`src/rtl/axis_pkt_gen_pkg.sv`:
```
// Shared types, constants and helpers for the multi-channel AXI-Stream packet generator.
// The LFSR constants are only consumed when PKTGEN_LFSR_LEN_EN is defined.
package axis_pkt_gen_pkg;

   typedef enum logic [1:0] {
      ST_IDLE = 2'd0,
      ST_ARB  = 2'd1,
      ST_SEND = 2'd2,
      ST_GAP  = 2'd3
   } state_e;

   localparam logic [15:0] LFSR_SEED = 16'hACE1;
   localparam logic [15:0] LFSR_TAPS = 16'hB400;
   localparam int          KEEP_MAX  = 128;

   // rem == 0 means a full final beat, so every byte lane is qualified
   function automatic logic [KEEP_MAX-1:0] keep_from_rem(input int unsigned rem,
                                                        input int unsigned bpb);
      logic [KEEP_MAX-1:0] one;
      one = KEEP_MAX'(1);
      if (rem == 0) return (one << bpb) - one;
      return (one << rem) - one;
   endfunction

   function automatic int unsigned beats_from_len(input int unsigned len,
                                                  input int unsigned bpb);
      return (len + bpb - 1) / bpb;
   endfunction

endpackage

```
`src/rtl/pkt_gen_rr_arb.sv`:
```
// Round-robin channel picker: first enabled channel strictly after the pointer, wrapping.
module pkt_gen_rr_arb #(
   parameter int NUM_CH = 4,
   parameter int CH_W   = 2
) (
   input  logic [NUM_CH-1:0] mask_i,
   input  logic [CH_W-1:0]   ptr_i,
   output logic [CH_W-1:0]   grant_o,
   output logic              any_en_o
);

   always_comb begin
      int   idx;
      logic found;
      idx     = 0;
      found   = 1'b0;
      grant_o = '0;
      for (int i = 1; i <= NUM_CH; i++) begin
         idx = int'(ptr_i) + i;
         if (idx >= NUM_CH) idx = idx - NUM_CH;
         if (!found && mask_i[idx]) begin
            grant_o = CH_W'(idx);
            found   = 1'b1;
         end
      end
   end

   assign any_en_o = |mask_i;

endmodule

```
`src/rtl/axis_pkt_gen_mc.sv`:
```
// Multi-channel AXI-Stream packet generator with round-robin channel service and idle gaps.
// Define PKTGEN_LFSR_LEN_EN to randomise packet lengths in 1..cfg_len[ch] with a 16-bit LFSR.
module axis_pkt_gen_mc
   import axis_pkt_gen_pkg::*;
#(
   parameter int DATA_WIDTH = 64,
   parameter int NUM_CH     = 4,
   parameter int SB_WIDTH   = 10,
   parameter int LEN_W      = 10,
   parameter int GAP_W      = 4,
   parameter int CNT_W      = 16
) (
   input  logic                    clk,
   input  logic                    rstn,
   input  logic                    start,
   input  logic                    stop,
   input  logic [NUM_CH-1:0]       ch_en,
   input  logic [NUM_CH*LEN_W-1:0] cfg_len,
   input  logic [GAP_W-1:0]        cfg_gap,
   input  logic [CNT_W-1:0]        cfg_num_pkts,
   output logic [DATA_WIDTH-1:0]   m_wdata,
   output logic                    m_wvalid,
   input  logic                    m_wready,
   output logic                    m_wlast,
   output logic [DATA_WIDTH/8-1:0] m_wkeep,
   output logic [SB_WIDTH-1:0]     m_wsideband,
   output logic                    busy,
   output logic                    done,
   output logic [CNT_W-1:0]        pkt_cnt
);

   localparam int BPB  = DATA_WIDTH / 8;
   localparam int CH_W = (NUM_CH > 1) ? $clog2(NUM_CH) : 1;

   state_e                state_q, state_d;
   logic [CH_W-1:0]       ptr_q, ptr_d, ch_q, ch_d, grant;
   logic [LEN_W-1:0]      beats_q, beats_d, bidx_q, bidx_d;
   logic [BPB-1:0]        lkeep_q, lkeep_d, keep_q, keep_d;
   logic [7:0]            bcnt_q, bcnt_d;
   logic [CNT_W-1:0]      pcnt_q, pcnt_d, pcnt_plus1;
   logic [GAP_W-1:0]      gap_q, gap_d;
   logic                  valid_q, valid_d, last_q, last_d, done_q, done_d;
   logic [DATA_WIDTH-1:0] data_q, data_d;
   logic [SB_WIDTH-1:0]   sb_q, sb_d;
   logic                  any_en;
   logic [LEN_W-1:0]      cfg_sel, len_eff, beats_new;
   logic [BPB-1:0]        keep_new;
   logic [LEN_W:0]        bidx_p2;

   pkt_gen_rr_arb #(.NUM_CH(NUM_CH), .CH_W(CH_W)) u_arb (
      .mask_i   (ch_en),
      .ptr_i    (ptr_q),
      .grant_o  (grant),
      .any_en_o (any_en)
   );

   assign cfg_sel = cfg_len[int'(grant)*LEN_W +: LEN_W];

`ifdef PKTGEN_LFSR_LEN_EN
   logic [15:0] lfsr_q, lfsr_d;

   always_comb begin
      lfsr_d = lfsr_q;
      if (state_q == ST_ARB) lfsr_d = (lfsr_q >> 1) ^ (lfsr_q[0] ? LFSR_TAPS : 16'h0000);
   end

   always_ff @(posedge clk or negedge rstn) begin
      if (!rstn) lfsr_q <= LFSR_SEED;
      else       lfsr_q <= lfsr_d;
   end

   assign len_eff = (cfg_sel == '0) ? LEN_W'(1)
                  : LEN_W'(({16'h0000, lfsr_q} % 32'(cfg_sel)) + 32'd1);
`else
   assign len_eff = (cfg_sel == '0) ? LEN_W'(1) : cfg_sel;
`endif

   assign beats_new  = LEN_W'(beats_from_len(int'(len_eff), BPB));
   assign keep_new   = BPB'(keep_from_rem(int'(len_eff) % BPB, BPB));
   assign bidx_p2    = {1'b0, bidx_q} + (LEN_W+1)'(2);
   assign pcnt_plus1 = pcnt_q + CNT_W'(1);

   // Top byte carries the packet number, the rest carry the running beat count
   function automatic logic [DATA_WIDTH-1:0] mk_data(input logic [7:0] pk, input logic [7:0] bc);
      logic [DATA_WIDTH-1:0] d;
      for (int b = 0; b < BPB; b++) d[b*8 +: 8] = (b == BPB-1) ? pk : bc;
      return d;
   endfunction

   always_comb begin
      state_d = state_q;
      ptr_d   = ptr_q;
      ch_d    = ch_q;
      beats_d = beats_q;
      bidx_d  = bidx_q;
      lkeep_d = lkeep_q;
      keep_d  = keep_q;
      bcnt_d  = bcnt_q;
      pcnt_d  = pcnt_q;
      gap_d   = gap_q;
      valid_d = valid_q;
      last_d  = last_q;
      data_d  = data_q;
      sb_d    = sb_q;
      done_d  = 1'b0;
      case (state_q)
         ST_IDLE: begin
            if (start) begin
               if (ch_en != '0) begin
                  pcnt_d  = '0;
                  state_d = ST_ARB;
               end else begin
                  done_d = 1'b1;
               end
            end
         end
         ST_ARB: begin
            if (stop || !any_en) begin
               state_d = ST_IDLE;
               done_d  = 1'b1;
            end else begin
               ch_d    = grant;
               beats_d = beats_new;
               bidx_d  = '0;
               lkeep_d = keep_new;
               valid_d = 1'b1;
               data_d  = mk_data(pcnt_q[7:0], bcnt_q);
               last_d  = (beats_new == LEN_W'(1));
               keep_d  = (beats_new == LEN_W'(1)) ? keep_new : '1;
               sb_d    = SB_WIDTH'(grant);
               state_d = ST_SEND;
            end
         end
         ST_SEND: begin
            if (valid_q && m_wready) begin
               bcnt_d = bcnt_q + 8'd1;
               if (last_q) begin
                  valid_d = 1'b0;
                  last_d  = 1'b0;
                  pcnt_d  = (&pcnt_q) ? pcnt_q : pcnt_plus1;
                  ptr_d   = ch_q;
                  if (cfg_num_pkts != '0 && pcnt_plus1 == cfg_num_pkts) begin
                     state_d = ST_IDLE;
                     done_d  = 1'b1;
                  end else if (cfg_gap == '0) begin
                     state_d = ST_ARB;
                  end else begin
                     gap_d   = cfg_gap;
                     state_d = ST_GAP;
                  end
               end else begin
                  bidx_d = bidx_q + LEN_W'(1);
                  data_d = mk_data(pcnt_q[7:0], bcnt_q + 8'd1);
                  last_d = (bidx_p2 == {1'b0, beats_q});
                  keep_d = (bidx_p2 == {1'b0, beats_q}) ? lkeep_q : '1;
               end
            end
         end
         ST_GAP: begin
            if (gap_q <= GAP_W'(1)) state_d = ST_ARB;
            else                    gap_d   = gap_q - GAP_W'(1);
         end
         default: state_d = ST_IDLE;
      endcase
   end

   always_ff @(posedge clk or negedge rstn) begin
      if (!rstn) begin
         state_q <= ST_IDLE;
         ptr_q   <= CH_W'(NUM_CH-1);
         ch_q    <= '0;
         beats_q <= '0;
         bidx_q  <= '0;
         lkeep_q <= '0;
         keep_q  <= '0;
         bcnt_q  <= '0;
         pcnt_q  <= '0;
         gap_q   <= '0;
         valid_q <= 1'b0;
         last_q  <= 1'b0;
         data_q  <= '0;
         sb_q    <= '0;
         done_q  <= 1'b0;
      end else begin
         state_q <= state_d;
         ptr_q   <= ptr_d;
         ch_q    <= ch_d;
         beats_q <= beats_d;
         bidx_q  <= bidx_d;
         lkeep_q <= lkeep_d;
         keep_q  <= keep_d;
         bcnt_q  <= bcnt_d;
         pcnt_q  <= pcnt_d;
         gap_q   <= gap_d;
         valid_q <= valid_d;
         last_q  <= last_d;
         data_q  <= data_d;
         sb_q    <= sb_d;
         done_q  <= done_d;
      end
   end

   assign m_wdata     = data_q;
   assign m_wvalid    = valid_q;
   assign m_wlast     = last_q;
   assign m_wkeep     = keep_q;
   assign m_wsideband = sb_q;
   assign busy        = (state_q != ST_IDLE);
   assign done        = done_q;
   assign pkt_cnt     = pcnt_q;

endmodule

```
`config.mk`:
```
export PLATFORM = sky130hd
export DESIGN_NAME = axis_pkt_gen_mc
export DESIGN_NICKNAME = d
export VERILOG_FILES = /design/src/rtl/axis_pkt_gen_pkg.sv /design/src/rtl/pkt_gen_rr_arb.sv /design/src/rtl/axis_pkt_gen_mc.sv
export SDC_FILE = /design/constraint.sdc
export NUM_CORES = 1
export LEC_CHECK = 0
export ABC_CLOCK_PERIOD_IN_PS = 3000
export CAP_MARGIN = 20
export CORE_ASPECT_RATIO = 0.75
export CORE_MARGIN = 8
export CORE_UTILIZATION = 44
export CTS_CLUSTER_SIZE = 24
export DETAILED_ROUTE_END_ITERATION = 7
export MAX_ROUTING_LAYER = met4
export PLACE_DENSITY_LB_ADDON = 0.3
export SLEW_MARGIN = 40
export SYNTH_ARGS = -nofsm -noshare
export SYNTH_HDL_FRONTEND = slang
export SYNTH_SLANG_ARGS = --single-unit
```
`constraint.sdc`:
```
create_clock -name clk -period 3 [get_ports clk]
set_input_delay 0.9 -clock clk [delete_from_list [all_inputs] [get_ports clk]]
set_output_delay 0.9 -clock clk [all_outputs]
set_load 0.01 [all_outputs]
```
==> results_dict.tcl, run 1 <==
set metrics [dict create \
    drive_gt1_share_pct 20.9 \
    synth-main-ff-cell "dfrtp_1" \
    use_met3_pct 4.57 \
    relSlewSlack_pct 63.5 \
    finalInstanceArea_um2 8560 \
    io_buffer_count 162 \
    firstDrtPassIters 7 \
    cts_buffer_depth 2 \
    startpoint_type "primary input" \
    r2r-end "lkeep_q[7]$_DFFE_PN0P_" \
    fin_cells 1024 \
    power_switching_uw 1670 \
    path_cells "buf_6, a21o_1, a31oi_4, buf_12, mux2i_4, mux2i_4, nor4_2, buf_4, a311oi_4, ha_4, a31oi_4, nand2_2, o31ai_4, o21ai_1" \
    fin_hold_ws_ns 0.477 \
    wl_per_cell_um 17.3 \
    grt_pass1_vias 5514 \
    grt_pass1_wl_um 27800 \
    min_from "m_wdata[62]$_DFFE_PN0P_" \
    status "finished, final reports clean" \
    grt_max_degree 42 \
    utilization_pct 65.3 \
    dpl.hpwl_um 13700 \
    min_to "m_wdata[62]$_DFFE_PN0P_" \
    vias 5486 \
    finClkSkew_ns 0.00669 \
    yosysTopAreaCell "dfrtp_1" \
    post_dp_cell_area_um2 7880 \
    worstSetupPathType "in -> reg" \
    rrSetupSlack_ns 0.05 \
    antenna_found_initial 0 \
    htreeDepth 3 \
    die-area_um2 17500 \
    endpoint_kind "flip-flop" \
    postSynthAreaPerCell_um2 8.95 \
    fmax_mhz 335 \
    synthCells 665 \
    yosysWarningCount 0 \
    rr_worst_depth 13 \
    path_clk_slew_ns 0.07 \
    gp_congestion 0.931 \
    final_nets 931 \
    wl_um 17700 \
    drt_iter0_markers 294 \
    crit_arrival_ns 3.21 \
    swShare_pct 35.7 \
    r2r-start "ptr_q[1]$_DFFE_PN1P_" \
    cts.sinks 87 \
    grt_setup_unrepaired "true" \
    finalSetupViolations 0 \
    clock_tree.root_cell "clkbuf_16" \
    seqCellArea_um2 2180 \
    crit_family "compound AO/OA/AOI/OAI gates" \
    drtAntennaViolNets 0 \
    die-height_um 117 \
    start_util_pct 45.4 \
    critPathMaxFanout 5 \
    core.rowCount 36 \
    fillers 1050 \
    area_growth_pct 43.8 \
    ys_async_sr_fraction_pct 100 \
    cts_made_buffers 9 \
    internal_power_uw 3010 \
    hold_path_class "reg -> reg" \
    max-vdd-ir-drop_mv 0.413 \
    period_share_pct 99.6 \
    power.total_uw 4680 \
    drc 0 \
    hold_viol 0 \
    worstPathRequired_ns 3.22 \
    grt_use_met1_pct 26.5 \
    max-cap-violations 0 \
    path_buf_inv 3 \
    comb_power_share_pct 41.6 \
    antenna_cells 0 \
    p_leak_uw 0.00361 \
    viasPerCell 5.36 \
    powerDensity_nw_per_um2 547 \
    min_period_ns 2.99 \
    min_path_cells 2 \
    slew_viol_final 0 \
    grt-busiest-layer "met2" \
    overflow 0 \
    synthTopCellsByArea "dfrtp_1 (36%), buf_4 (8.2%), mux2i_1 (6.2%)" \
    seqPwrFrac_pct 33.2 \
    synth_edf_count 0 \
    place_inst 999 \
    clkPwrFrac_pct 25.2 \
    pin_count 171 \
    synth_area_um2 5950 \
    ys_types 67 \
    die-width_um 150 \
    yosysTopAreaCellShare_pct 35.7 \
    gr-usage-met2_pct 32.0 \
    cts_tree "yes" \
    slowest_stage "nor4_2" \
    synth_seq_cells 87 \
    yosysSeqAreaShare_pct 36.6 \
    worst_pin_slew_ns 0.548 \
    clk_latency_ns 0.34 \
    multiInputGateArea_um2 3350 \
    core_area_um2 13100 \
    grt_usage_pct 20.4 \
    worst_path_largest_cell_delay_ns 0.27 \
]
-- worst max-delay path by stage --
stage / from / to / slack, ns / depth (start not counted)
2_1_floorplan: ch_en[1] / m_wkeep[7]$_DFFE_PN0P_ / -0.11 / 13
3_3_place_gp: ch_en[3] / m_wkeep[7]$_DFFE_PN0P_ / -0.54 / 14
3_5_place_dp: ch_en[3] / m_wkeep[7]$_DFFE_PN0P_ / -0.77 / 14
4_1_cts: ch_en[3] / m_wkeep[7]$_DFFE_PN0P_ / 0.005 / 15
5_1_grt: ch_en[0] / lkeep_q[7]$_DFFE_PN0P_ / -0.07 / 14
6_report: ch_en[0] / lkeep_q[7]$_DFFE_PN0P_ / 0.01 / 14
-- power groups by stage --
stage / Combinational, uW / Sequential (uW) / Clock, uW
after detailed placement: 1810 / 1570 / 0
after global placement: 1770 / 1550 / 0
after CTS: 1880 / 1550 / 1200
after floorplan: 996 / 1550 / 0
final: 1950 / 1550 / 1180
after global routing: 2120 / 1580 / 1250
-- kinds of logic after synthesis --
family                     count (synthesis)  synth area share (%)
and+or+nand+nor                          224                  18.7
AOI/OAI and AO/OA                        133                  14.9
buffers and inverters                    114                  12.3
DFF                                       87                  36.6
xor gates and xnor gates                  52                  7.65
muxes                                     40                  6.79
adders and majority gates                 14                  2.94
other                                      1                0.0630
-- layout make-up --
cell class	count	share of cell area [%]
Timing Repair Buffer	258	28.3
Clock inverter	7	1.01
Clock buffer	9	2.63
Tap cell	171	2.50
Multi-Input combinational cell	471	39.1
Inverter	21	0.921
Sequential cell	87	25.5
-- state kept, by name, summed over array words and instances, names as in the netlist --
signal,flops
lkeep_q,8
bidx_q,10
m_wdata,16
m_wvalid,1
pkt_cnt,16
m_wlast,1
ch_q,2
ptr_q,2
done,1
gap_q,4
m_wkeep,8
bcnt_q,8
state_q,2
beats_q,8
-- what timing repair did --
| action | 4_1_cts | 5_1_grt |
|---|---|---|
| setup endpoints to repair | 26 | 25 |
| cloned | 1 | 0 |
| hold buffers | 0 | 0 |
| buffers inserted | 7 | 3 |
| pin swaps | 11 | 11 |
| resized for setup | 43 | 37 |
-- through the flow --
step,setup TNS [ns],setup WS (ns)
final,0,0.0112
after global routing,-0.0959,-0.0740
after CTS,0,0.00537
after detailed placement,-26.06,-0.768
after global placement,-15.86,-0.537
after floorplan,-0.293,-0.110
-- routing by layer --
layer	up-vias	routed length, um
met1	2622	8000
met4	0	125
li1	2629	-
met3	13	1350
met2	222	8230
met5	-	0
-- placed cells by master, fill, tap and decap left out, types with 9 or more instances in the layout --
cell / count
nand4_1: 9
dfrtp_1: 85
buf_4: 89
xnor2_1: 31
a21oi_1: 20
inv_1: 21
clkdlybuf4s50_1: 155
nor3_1: 10
nor2_1: 26
xor2_1: 19
nand3_1: 25
ha_1: 12
nand2_1: 95
o21ai_0: 50
clkbuf_16: 9
mux2i_2: 12
mux2i_1: 17
-- tightest hold or removal path: stages, from the launching register on --
cell and delay (ns):
dfrtp_1 0.34, nand2_1 0.05, nand2_1 0.05
-- cell usage after synthesis (2+ instances only) --
cell / instances
dfstp_2: 2
clkbuf_1: 19
a211oi_1: 2
buf_6: 8
o41ai_1: 4
nand3_1: 25
inv_1: 21
a221o_1: 2
nand2_1: 96
nor3b_1: 4
buf_4: 65
ha_1: 14
nor4_1: 10
nor3_1: 12
a21oi_1: 23
o221a_1: 2
o211ai_1: 4
mux2_2: 3
a21o_1: 5
nand4_1: 9
nor3_2: 2
and3_1: 8
nor2b_1: 3
o21ai_0: 50
xor2_1: 19
nor2_1: 29
or3_1: 4
nand2b_1: 8
o31ai_1: 9
xnor2_1: 33
mux2i_1: 37
a31oi_1: 8
dfrtp_1: 85
o22ai_1: 7
Note: power is estimated with default switching activity, not from simulation.
==> run 2: changes to the inputs <==
--- a/config.mk
+++ b/config.mk
@@ -5,15 +5,17 @@
 export SDC_FILE = /design/constraint.sdc
 export NUM_CORES = 1
 export LEC_CHECK = 0
-export ABC_CLOCK_PERIOD_IN_PS = 3000
+export ABC_CLOCK_PERIOD_IN_PS = 3400
 export CAP_MARGIN = 20
 export CORE_ASPECT_RATIO = 0.75
 export CORE_MARGIN = 8
-export CORE_UTILIZATION = 44
+export CORE_UTILIZATION = 49
 export CTS_CLUSTER_SIZE = 24
 export DETAILED_ROUTE_END_ITERATION = 7
+export HOLD_SLACK_MARGIN = 0.05
 export MAX_ROUTING_LAYER = met4
 export PLACE_DENSITY_LB_ADDON = 0.3
+export RECOVER_POWER = 25
 export SLEW_MARGIN = 40
 export SYNTH_ARGS = -nofsm -noshare
 export SYNTH_HDL_FRONTEND = slang
==> constraint.sdc (replaced) <==
create_clock -name clk -period 3.4 [get_ports clk]
set_input_delay 1.02 -clock clk [delete_from_list [all_inputs] [get_ports clk]]
set_output_delay 1.02 -clock clk [all_outputs]
set_load 0.01 [all_outputs]
==> run 2 against run 1 <==
  * The run now ends with max-capacitance violations, max-slew violations left
  * Highest routed layer unchanged
  * Hold slack improved by 0.0063 ns
  * Utilization increased by 1.1 points
  * Final cell count fell by 4.0%
  * Via count down 2.6%
  * Count of clock-buffer cells in the layout grew 2
  * Register-to-register slack improved by 0.08 ns
  * Combinational power fell by 22%
  * Power shrank 17%
  * First-iteration DRC count up 17%
  * Routed wire length shrank 8.2%
  * Die area down 9.0%
==> results_dict.tcl, run 2 (same netlist as run 1, synthesis figures left out) <==
set metrics [dict create \
    overflow 0 \
    min_to "m_wdata[58]$_DFFE_PN0P_" \
    worstPathRequired_ns 3.69 \
    min_path_cells 2 \
    rrSetupSlack_ns 0.13 \
    min_period_ns 3.27 \
    core.rowCount 35 \
    htreeDepth 3 \
    max-cap-violations 1 \
    powerDensity_nw_per_um2 486 \
    hold_viol 0 \
    crit_arrival_ns 3.56 \
    status "finished, violations left" \
    grt_pass1_vias 5490 \
    path_clk_slew_ns 0.06 \
    finClkSkew_ns 0.00537 \
    firstDrtPassIters 8 \
    die-area_um2 16000 \
    drt_iter0_markers 344 \
    drive_gt1_share_pct 13.0 \
    clkPwrFrac_pct 25.6 \
    fmax_mhz 306 \
    r2r-end "gap_q[3]$_DFFE_PN0P_" \
    grt_pass1_wl_um 26600 \
    min_from "m_wdata[58]$_DFFE_PN0P_" \
    p_leak_uw 0.00341 \
    cts_made_buffers 9 \
    cts_tree "yes" \
    internal_power_uw 2530 \
    start_util_pct 49.2 \
    dpl.hpwl_um 12600 \
    core_area_um2 12100 \
    finalSetupViolations 0 \
    swShare_pct 35.0 \
    wl_per_cell_um 16.5 \
    slew_viol_final 88 \
    power.total_uw 3900 \
    vias 5342 \
    most-common-layout-cells "clkdlybuf4s50_1 (157), nand2_1 (96), dfrtp_1 (85), buf_4 (53), o21ai_0 (50)" \
    drtAntennaViolNets 0 \
    cts_buffer_depth 2 \
    startpoint_type "flip-flop" \
    final_nets 895 \
    hold_path_class "reg -> reg" \
    clk_latency_ns 0.35 \
    grt_max_degree 88 \
    antenna_cells 0 \
    seqPwrFrac_pct 35.3 \
    viasPerCell 5.43 \
    r2r-start "pkt_cnt[1]$_DFFE_PN0P_" \
    area_growth_pct 34.8 \
    critPathMaxFanout 7 \
    die-width_um 143 \
    worstSetupPathType "reg -> reg" \
    clock_tree.root_cell "clkbuf_16" \
    final.setup.tns_ns 0 \
    rr_worst_depth 10 \
    die-height_um 111 \
    io_buffer_count 162 \
    comb_power_share_pct 39.2 \
    grt_usage_pct 20.8 \
    cts.sinks 87 \
    endpoint_kind "flip-flop" \
    worst_pin_slew_ns 2.15 \
    final_common_cell "clkdlybuf4s50_1" \
    relSlewSlack_pct -43.1 \
    antenna_found_initial 0 \
    drc 0 \
    period_share_pct 96.3 \
    violations "max-capacitance violations, max-slew violations" \
    power_switching_uw 1370 \
    max-vdd-ir-drop_mv 0.347 \
    pin_count 171 \
    gp_congestion 0.921 \
    wl_um 16300 \
]
[run 2: cell types whose count changed in the layout (fill, tap and decap cells not counted), moves of 3 or more]
cell / change
buf_4: -36
mux2i_2: -11
dlygate4sd2_1: +3
buf_6: -3
inv_6: -3
mux2i_4: -8
mux2i_1: +19
buf_12: -3
nor2_1: +3
[run 2: final cells by class]
cell class	instances	area, um2
Fill cell	961	4060
Multi-Input combinational cell	471	3130
Tap cell	166	208
Timing Repair Buffer	222	2130
Clock buffer	11	243
Sequential cell	87	2180
Clock inverter	5	57.6
Inverter	21	78.8
[run 2: power by group through the flow]
| stage | Sequential, uW | Combinational (uW) | Clock [uW] |
|---|---|---|---|
| 3_3_place_gp | 1380 | 1440 | 0 |
| 6_report | 1380 | 1530 | 997 |
| 4_1_cts | 1380 | 1510 | 1010 |
| 3_5_place_dp | 1400 | 1490 | 0 |
| 2_1_floorplan | 1370 | 874 | 0 |
| 5_1_grt | 1400 | 1670 | 1050 |
[run 2: worst max-delay path by stage]
stage,slack [ns],to,start
5_1_grt,-0.01,m_wkeep[7]$_DFFE_PN0P_,ch_en[0]
3_5_place_dp,-0.53,lkeep_q[1]$_DFFE_PN0P_,ch_en[3]
6_report,0.13,gap_q[3]$_DFFE_PN0P_,pkt_cnt[1]$_DFFE_PN0P_
2_1_floorplan,0.1,m_wkeep[7]$_DFFE_PN0P_,ch_en[1]
3_3_place_gp,-0.33,m_wkeep[7]$_DFFE_PN0P_,ch_en[3]
4_1_cts,0.08,m_wkeep[7]$_DFFE_PN0P_,ch_en[0]
[run 2: per-layer routing]
metal  GRT usage, %  vias to the layer above  share of wire, %
met5              -                        -                 0
met4           4.75                        0              0.90
met3           7.23                       10               9.4
met2           32.6                      195                46
met1           25.3                     2577                44
li1               -                     2560                 -
[run 2: repair_timing]
item	4_1_cts	5_1_grt
hold buffers	0	0
pin swaps	8	9
gates resized for setup	10	7
endpoints found under the setup margin	8	7
buffers inserted	4	4
gates cloned	1	0
[run 2: metrics by stage]
step | area (um2) | setup slack, ns | util, % | hold WS (ns) | cells
CTS | 7970 | 0.0805 | 65.9 | 0.486 | 979
floorplan | 5980 | 0.0978 | - | 0.436 | 672
finish | 8020 | 0.127 | 66.4 | 0.484 | 983
global placement | 7590 | -0.335 | 62.8 | 0.450 | 958
global route | 8020 | -0.0141 | 66.4 | 0.505 | 983
detailed placement | 7590 | -0.525 | 62.8 | 0.473 | 958
[run 2: worst max-delay path, stage by stage (launching register included)]
cell,delay (ns)
dfrtp_1,0.49
ha_1,0.32
nand3_2,0.22
or4_4,0.58
xnor2_1,0.22
nand4_1,0.24
a2111oi_4,0.40
buf_4,0.20
nor4_1,0.06
o21ai_0,0.26
o221a_1,0.22
